`src/rtl/fetch_stage_pkg.sv`:
```
// Shared types and constants for the MIPS instruction-fetch stage.
package fetch_stage_pkg;

   localparam int WORD_W = 32;
   typedef logic [WORD_W-1:0] word_t;

   localparam word_t ZERO      = '0;
   localparam word_t INSTR_NOP = ZERO;
   localparam word_t PC_STEP   = 32'd4;

   typedef enum logic [1:0] {
      FS_FETCH = 2'd0,
      FS_DRAIN = 2'd1,
      FS_HOLD  = 2'd2
   } fetch_state_e;

   // Selects what the IF/ID-facing output registers load on the next edge.
   typedef enum logic [1:0] {
      OUT_KEEP   = 2'd0,
      OUT_BUBBLE = 2'd1,
      OUT_MEM    = 2'd2,
      OUT_HELD   = 2'd3
   } out_sel_e;

   function automatic word_t word_align(input word_t addr);
      return addr & ~word_t'(3);
   endfunction

   function automatic word_t pc_plus4(input word_t addr);
      return addr + PC_STEP;
   endfunction

endpackage

```
`src/rtl/fetch_pc_reg.sv`:
```
// Program counter and drain-address registers for the fetch stage.
// Load (redirect) takes priority over increment; addresses are always word-aligned.
module fetch_pc_reg
   import fetch_stage_pkg::*;
#(
   parameter word_t RESET_PC = 32'h0000_0000
) (
   input  logic  clk,
   input  logic  reset,
   input  logic  load,
   input  word_t load_addr,
   input  logic  inc,
   input  logic  capture_drain,
   output word_t pc,
   output word_t drain_addr
);

   always_ff @(posedge clk) begin
      if (reset) begin
         pc         <= word_align(RESET_PC);
         drain_addr <= ZERO;
      end else begin
         if (load) begin
            pc <= word_align(load_addr);
         end else if (inc) begin
            pc <= pc_plus4(pc);
         end
         // Remember the address of the request still in flight at redirect time.
         if (capture_drain) begin
            drain_addr <= pc;
         end
      end
   end

endmodule

```
`src/rtl/fetch_stage.sv`:
```
// Instruction-fetch stage: PC, imem req/ack handshake, stall/redirect handling, NOP bubbles.
// Optional FETCH_ALIGN_CHECK_EN adds misalign_if, pulsed for a redirect to a non-word address.
module fetch_stage
   import fetch_stage_pkg::*;
#(
   parameter word_t RESET_PC = 32'h0000_0000
) (
   input  logic         clk,
   input  logic         reset,
   input  logic         stall,
   input  logic         redirect,
   input  word_t        redirect_pc,
   // imem handshake: a request stays up with imem_addr stable until the cycle
   // imem_ack is high; imem_rdata is valid in that same cycle and the transfer
   // completes on that edge. Dropping imem_req without ack (reset) abandons it.
   output logic         imem_req,
   output word_t        imem_addr,
   input  logic         imem_ack,
   input  word_t        imem_rdata,
   output word_t        nPC_if,
   output word_t        IR_if,
   output logic         valid_if,
`ifdef FETCH_ALIGN_CHECK_EN
   output logic         misalign_if,
`endif
   output fetch_state_e state_dbg
);

   fetch_state_e state, next_state;
   out_sel_e     out_sel;
   logic         pc_load, pc_inc, drain_cap, hold_cap;
   word_t        pc, drain_addr;
   word_t        hold_ir, hold_npc;

   fetch_pc_reg #(
      .RESET_PC (RESET_PC)
   ) u_pc_reg (
      .clk           (clk),
      .reset         (reset),
      .load          (pc_load),
      .load_addr     (redirect_pc),
      .inc           (pc_inc),
      .capture_drain (drain_cap),
      .pc            (pc),
      .drain_addr    (drain_addr)
   );

   always_ff @(posedge clk) begin
      if (reset) begin
         state <= FS_FETCH;
      end else begin
         state <= next_state;
      end
   end

   always_comb begin
      next_state = state;
      out_sel    = OUT_KEEP;
      pc_load    = 1'b0;
      pc_inc     = 1'b0;
      drain_cap  = 1'b0;
      hold_cap   = 1'b0;
      unique case (state)
         FS_FETCH: begin
            if (redirect) begin
               pc_load = 1'b1;
               out_sel = OUT_BUBBLE;
               if (!imem_ack) begin
                  drain_cap  = 1'b1;
                  next_state = FS_DRAIN;
               end
            end else if (imem_ack) begin
               pc_inc = 1'b1;
               if (stall) begin
                  hold_cap   = 1'b1;
                  next_state = FS_HOLD;
               end else begin
                  out_sel = OUT_MEM;
               end
            end else if (!stall) begin
               out_sel = OUT_BUBBLE;
            end
         end
         FS_DRAIN: begin
            out_sel = OUT_BUBBLE;
            pc_load = redirect;
            if (imem_ack) begin
               next_state = FS_FETCH;
            end
         end
         FS_HOLD: begin
            if (redirect) begin
               pc_load    = 1'b1;
               out_sel    = OUT_BUBBLE;
               next_state = FS_FETCH;
            end else if (!stall) begin
               out_sel    = OUT_HELD;
               next_state = FS_FETCH;
            end
         end
         default: begin
            next_state = FS_FETCH;
         end
      endcase
   end

   assign imem_req  = !reset && (state != FS_HOLD);
   assign imem_addr = (state == FS_DRAIN) ? drain_addr : pc;
   assign state_dbg = state;

   always_ff @(posedge clk) begin
      if (reset) begin
         IR_if    <= ZERO;
         nPC_if   <= ZERO;
         valid_if <= 1'b0;
         hold_ir  <= ZERO;
         hold_npc <= ZERO;
      end else begin
         if (hold_cap) begin
            hold_ir  <= imem_rdata;
            hold_npc <= pc_plus4(pc);
         end
         unique case (out_sel)
            OUT_BUBBLE: begin
               IR_if    <= INSTR_NOP;
               valid_if <= 1'b0;
            end
            OUT_MEM: begin
               IR_if    <= imem_rdata;
               nPC_if   <= pc_plus4(pc);
               valid_if <= 1'b1;
            end
            OUT_HELD: begin
               IR_if    <= hold_ir;
               nPC_if   <= hold_npc;
               valid_if <= 1'b1;
            end
            default: begin
            end
         endcase
      end
   end

`ifdef FETCH_ALIGN_CHECK_EN
   always_ff @(posedge clk) begin
      if (reset) begin
         misalign_if <= 1'b0;
      end else begin
         misalign_if <= redirect && (redirect_pc[1:0] != 2'b00);
      end
   end
`endif

endmodule

```
`config.mk`:
```
export PLATFORM = sky130hd
export DESIGN_NAME = fetch_stage
export DESIGN_NICKNAME = d
export VERILOG_FILES = /design/src/rtl/fetch_stage_pkg.sv /design/src/rtl/fetch_pc_reg.sv /design/src/rtl/fetch_stage.sv
export SDC_FILE = /design/constraint.sdc
export NUM_CORES = 1
export LEC_CHECK = 0
export CAP_MARGIN = 10
export CORE_ASPECT_RATIO = 0.9
export CORE_MARGIN = 2
export CORE_UTILIZATION = 54
export CTS_BUF_LIST = sky130_fd_sc_hd__clkbuf_8
export DETAILED_ROUTE_END_ITERATION = 12
export PLACE_DENSITY = 0.8
export SETUP_SLACK_MARGIN = 0.05
export SYNTH_ARGS = -nofsm -noshare
export SYNTH_HDL_FRONTEND = slang
export SYNTH_HIERARCHICAL = 1
export SYNTH_SLANG_ARGS = --single-unit
```
`constraint.sdc`:
```
create_clock -name clk -period 2.92 [get_ports clk]
set_clock_uncertainty 0.1 [all_clocks]
set_input_delay 0.292 -clock clk [delete_from_list [all_inputs] [get_ports clk]]
set_output_delay 0.292 -clock clk [all_outputs]
set_load 0.05 [all_outputs]
```
==> metrics.log <==
[metrics] master cell of the clock root buffer: sky130_fd_sc_hd__clkbuf_8
[metrics] Fmax: between 300 and 400 MHz
[metrics] share of the synthesized netlist area taken by xor and xnor gates: 3.73%
[metrics] compound-gate portion of the synthesized area: between 10% and 20%
[metrics] Max FO, Critical Path: 38
[metrics] adder and majority gate portion of the synthesized area: less than 1%
[metrics] Remaining Overflow, GRT: 0
[metrics] Worst R2R Path Depth: 7
[metrics] width of the die: approximately 140 um
[metrics] combinational family with the most area after synthesis: simple AND/OR/NAND/NOR gates
[metrics] P&R area growth vs syn: 27.0%
[metrics] Longest Clk Path Bufs: 2
[metrics] proportion of synthesized flip-flops having asynchronous set or reset: 0%
[metrics] Seq/Total Area, Yosys: a little over two fifths
[metrics] FF+latch count, synth: approximately 190
[metrics] capturing element type of the critical path: output port
[metrics] starting density of the core: a little under three fifths
[metrics] max_slew headroom: about three fifths
[metrics] final hold vios: 0
[metrics] Worst Hold Endpoint: u_pc_reg/drain_addr[19]
[metrics] number of different library cells in the post-synthesis netlist: 53
[metrics] critical hold path startpoint: reset
[metrics] peak supply drop: ~0.36 mV
[metrics] number of nets in the finished design: about 1,300
[metrics] transition at the pin with the smallest max-transition slack: approximately 0.58 ns
[metrics] count of pins on the block boundary: between 150 and 200
[metrics] MaxCap Viol Count: 0
[metrics] hold crit path type: in -> reg
[metrics] number of buffers inserted by post-CTS setup repair: 0
[metrics] clock latency at the later pin of the worst-skew pair: about 0.47 ns
[metrics] share of the clock period used by the worst path: 92.8%
[metrics] RSZ-0062 raised after global routing: false
[metrics] critical path type: reg -> out
[metrics] # diodes: 0
[metrics] most frequent standard cell in the layout excluding fill and tap cells: sky130_fd_sc_hd__dfxtp_1
[metrics] count of pins over their slew limit: 0
[metrics] synthesized instance count: approximately 1,000
[metrics] routed length per instance: 16.6 um
[metrics] antenna viol nets, final: 0
[metrics] kind of start point of the critical path: register
[metrics] outcome: complete, no violations
[metrics] data required time at the worst endpoint: ~2.5 ns
[metrics] first-pass GRT wire length: about 38,000 um
[metrics] Core Area: 16,100 um^2
[metrics] HPWL reported at the end of detailed placement: about 16,000 um
[metrics] area fraction in and, or, nand and nor cells after synthesis: 20.9%
[metrics] number of buffers created by CTS: 17
[metrics] die footprint: roughly 18,000 um^2
[metrics] vertical die dimension: roughly 130 um
[metrics] Clock Sink Count: between 150 and 200
[metrics] number of flops mapped to enable cells by yosys: 0
[metrics] via/cell ratio: 5.82
[metrics] post_cts resized: 0
[metrics] R2R setup slack: 0.22 ns
[metrics] number of hold buffers added after cts: 0
[metrics] cell count after placement: about 1,400
[metrics] P_leak: around 4.4 nW
[metrics] Worst R2R Start: state_dbg[1]
[metrics] row cnt: 44
[metrics] commonest cells after routing, fill and taps aside: sky130_fd_sc_hd__dfxtp_1, sky130_fd_sc_hd__nor2_1, sky130_fd_sc_hd__clkdlybuf4s50_1
[metrics] maximum number of pins on one net before global-route repair: around 70
[metrics] post-CTS clock slew at the launch and capture registers of the worst setup and hold paths: roughly 0.10 ns
[metrics] weighted congestion reported at the end of routability-driven placement: 0.839
[metrics] number of iterations in the first detailed-routing pass: 5
[metrics] count of unresolved DRC violations after routing: 0
[metrics] all-layer global routing usage: between 20% and 30%
[metrics] worst hold path cell count: 2
[metrics] share of synthesized area spent on multiplexers: between 10% and 20%
[metrics] initial antenna violation count: 0
[metrics] total via count in the routed design: 8,169
[metrics] end of the worst register-to-register path: u_pc_reg/pc[25]
[metrics] vias in the first global route: around 7,700
[metrics] DRT iter0 DRCs: slightly above 700
[metrics] Final setup violation count: 0
[metrics] combined area of all synthesized cells: ~8900 um^2
[metrics] final cell count without fillers: roughly 1,400
[metrics] Synth Flop Type: sky130_fd_sc_hd__dfxtp_1
[metrics] Data arrival, critical path: 2.32 ns
[metrics] layout cells sized above 1: between 10% and 20%
[metrics] clock tree from TritonCTS: done
[metrics] count of input and output buffers: approximately 160
[metrics] Total Negative Setup Slacks: 0 ns
[metrics] cell area power density: 480 nW/um^2
[metrics] H-tree lvl count: 4
[metrics] post-detailed-routing wire length: 23,300 um
[metrics] Post-Syn Area per Cell: between 8 and 9 um^2
[metrics] synthesis warning total: 6
[metrics] crit path time final: approximately 2.7 ns
-- registers in the layout, summed over array words and instances, names as in the netlist --
name and flops:
u_pc_reg/drain_addr 30, u_pc_reg/pc 30, state_dbg 2, hold_ir 32, hold_npc 32, IR_if 32, nPC_if 32, valid_if 1
-- where the power goes --
part           internal (W)  total, W  switching [W]
clock network      0.000711   0.00170       0.000986
logic              0.000375  0.000939       0.000564
registers           0.00270   0.00279      0.0000926
-- cells by family (layout without fill, tap and decap cells) --
family / Yosys count / after routing
simple gates: 395 / 395
compound gates: 219 / 219
flops: 191 / 191
buf+inv: 101 / 256
mux: 92 / 92
xor+xnor: 38 / 38
fa+ha+maj: 2 / 2
other cells: 1 / 4
-- worst max-delay path by stage --
stage,start,to,slack [ns],cells past startpoint
2_1_floorplan,state_dbg[0],u_pc_reg/pc[25],0.12,8
3_3_place_gp,imem_ack,u_pc_reg/pc[25],-0.008,8
3_5_place_dp,imem_ack,u_pc_reg/pc[25],-0.07,8
4_1_cts,state_dbg[0],imem_addr[23],0.07,4
5_1_grt,state_dbg[0],imem_addr[30],0.08,5
6_report,state_dbg[0],imem_addr[30],0.21,5
-- worst max-delay path: stages (launching register included) --
cell and delay [ns]:
sky130_fd_sc_hd__dfxtp_1 0.41, sky130_fd_sc_hd__nor2b_4 0.19, sky130_fd_sc_hd__buf_12 0.25, sky130_fd_sc_hd__nand2_1 0.08
sky130_fd_sc_hd__o21ai_0 0.08, sky130_fd_sc_hd__clkdlybuf4s50_1 0.83
-- cells in the mapped netlist (3+ instances only) --
| library cell | n | area [um^2] |
|---|---|---|
| sky130_fd_sc_hd__o211ai_1 | 4 | 30.0 |
| sky130_fd_sc_hd__inv_1 | 11 | 41.3 |
| sky130_fd_sc_hd__xnor2_1 | 21 | 184 |
| sky130_fd_sc_hd__nand2_1 | 127 | 477 |
| sky130_fd_sc_hd__o31ai_1 | 6 | 45.0 |
| sky130_fd_sc_hd__a21oi_1 | 67 | 335 |
| sky130_fd_sc_hd__nor2_1 | 138 | 518 |
| sky130_fd_sc_hd__mux2_2 | 60 | 676 |
| sky130_fd_sc_hd__a21o_1 | 4 | 30.0 |
| sky130_fd_sc_hd__nand4_1 | 11 | 68.8 |
| sky130_fd_sc_hd__nor3_1 | 17 | 85.1 |
| sky130_fd_sc_hd__and4_1 | 8 | 70.1 |
| sky130_fd_sc_hd__buf_2 | 12 | 60.1 |
| sky130_fd_sc_hd__a311oi_1 | 17 | 149 |
| sky130_fd_sc_hd__o22ai_1 | 13 | 81.3 |
| sky130_fd_sc_hd__buf_4 | 5 | 37.5 |
| sky130_fd_sc_hd__a211oi_1 | 33 | 248 |
| sky130_fd_sc_hd__xor2_1 | 17 | 149 |
| sky130_fd_sc_hd__o21ai_0 | 26 | 130 |
| sky130_fd_sc_hd__or4_1 | 10 | 75.1 |
| sky130_fd_sc_hd__and3_1 | 18 | 113 |
| sky130_fd_sc_hd__nand3b_1 | 3 | 22.5 |
| sky130_fd_sc_hd__buf_1 | 7 | 26.3 |
| sky130_fd_sc_hd__nor2b_1 | 5 | 31.3 |
| sky130_fd_sc_hd__dfxtp_1 | 191 | 3820 |
| sky130_fd_sc_hd__a22oi_1 | 32 | 240 |
| sky130_fd_sc_hd__mux2i_1 | 32 | 320 |
| sky130_fd_sc_hd__nor4_1 | 12 | 75.1 |
| sky130_fd_sc_hd__a2111oi_0 | 4 | 35.0 |
| sky130_fd_sc_hd__clkbuf_1 | 63 | 236 |
| sky130_fd_sc_hd__nand3_1 | 20 | 100 |
| sky130_fd_sc_hd__o21a_1 | 4 | 30.0 |
| sky130_fd_sc_hd__and2_1 | 7 | 43.8 |
| sky130_fd_sc_hd__or3_1 | 9 | 56.3 |
-- final cells by class --
class / count / area (um^2)
clock buffers: 18 / 248
clock inverters: 14 / 133
fillers: 1299 / 4810
inverters: 12 / 45.0
multi-input cells: 750 / 4710
flip-flops and latches: 191 / 3820
well taps: 207 / 259
repair buffers: 212 / 2100
-- metrics by stage --
stage          setup slack (ns)  hold WS [ns]  util [%]  instance area (um^2)  power (W)
3_3_place_gp           -0.00755         0.339      67.4                 10900    0.00377
2_1_floorplan             0.123         0.271         -                  8930    0.00343
6_report                  0.211         0.139      70.2                 11300    0.00543
3_5_place_dp            -0.0721         0.345      67.4                 10900    0.00379
4_1_cts                  0.0669         0.131      69.8                 11300    0.00546
5_1_grt                  0.0825         0.157      70.2                 11300    0.00564
-- per-layer routing --
layer	part of all wire [%]	global-route usage [%]	wire, um	up-vias
li1	-	-	-	3970
met1	45	35.6	10400	3896
met2	47	42.8	10900	267
met3	6.2	5.89	1450	36
met4	2.0	8.20	465	0
met5	0	0	0	-
Note: power is estimated with default switching activity, not from simulation.
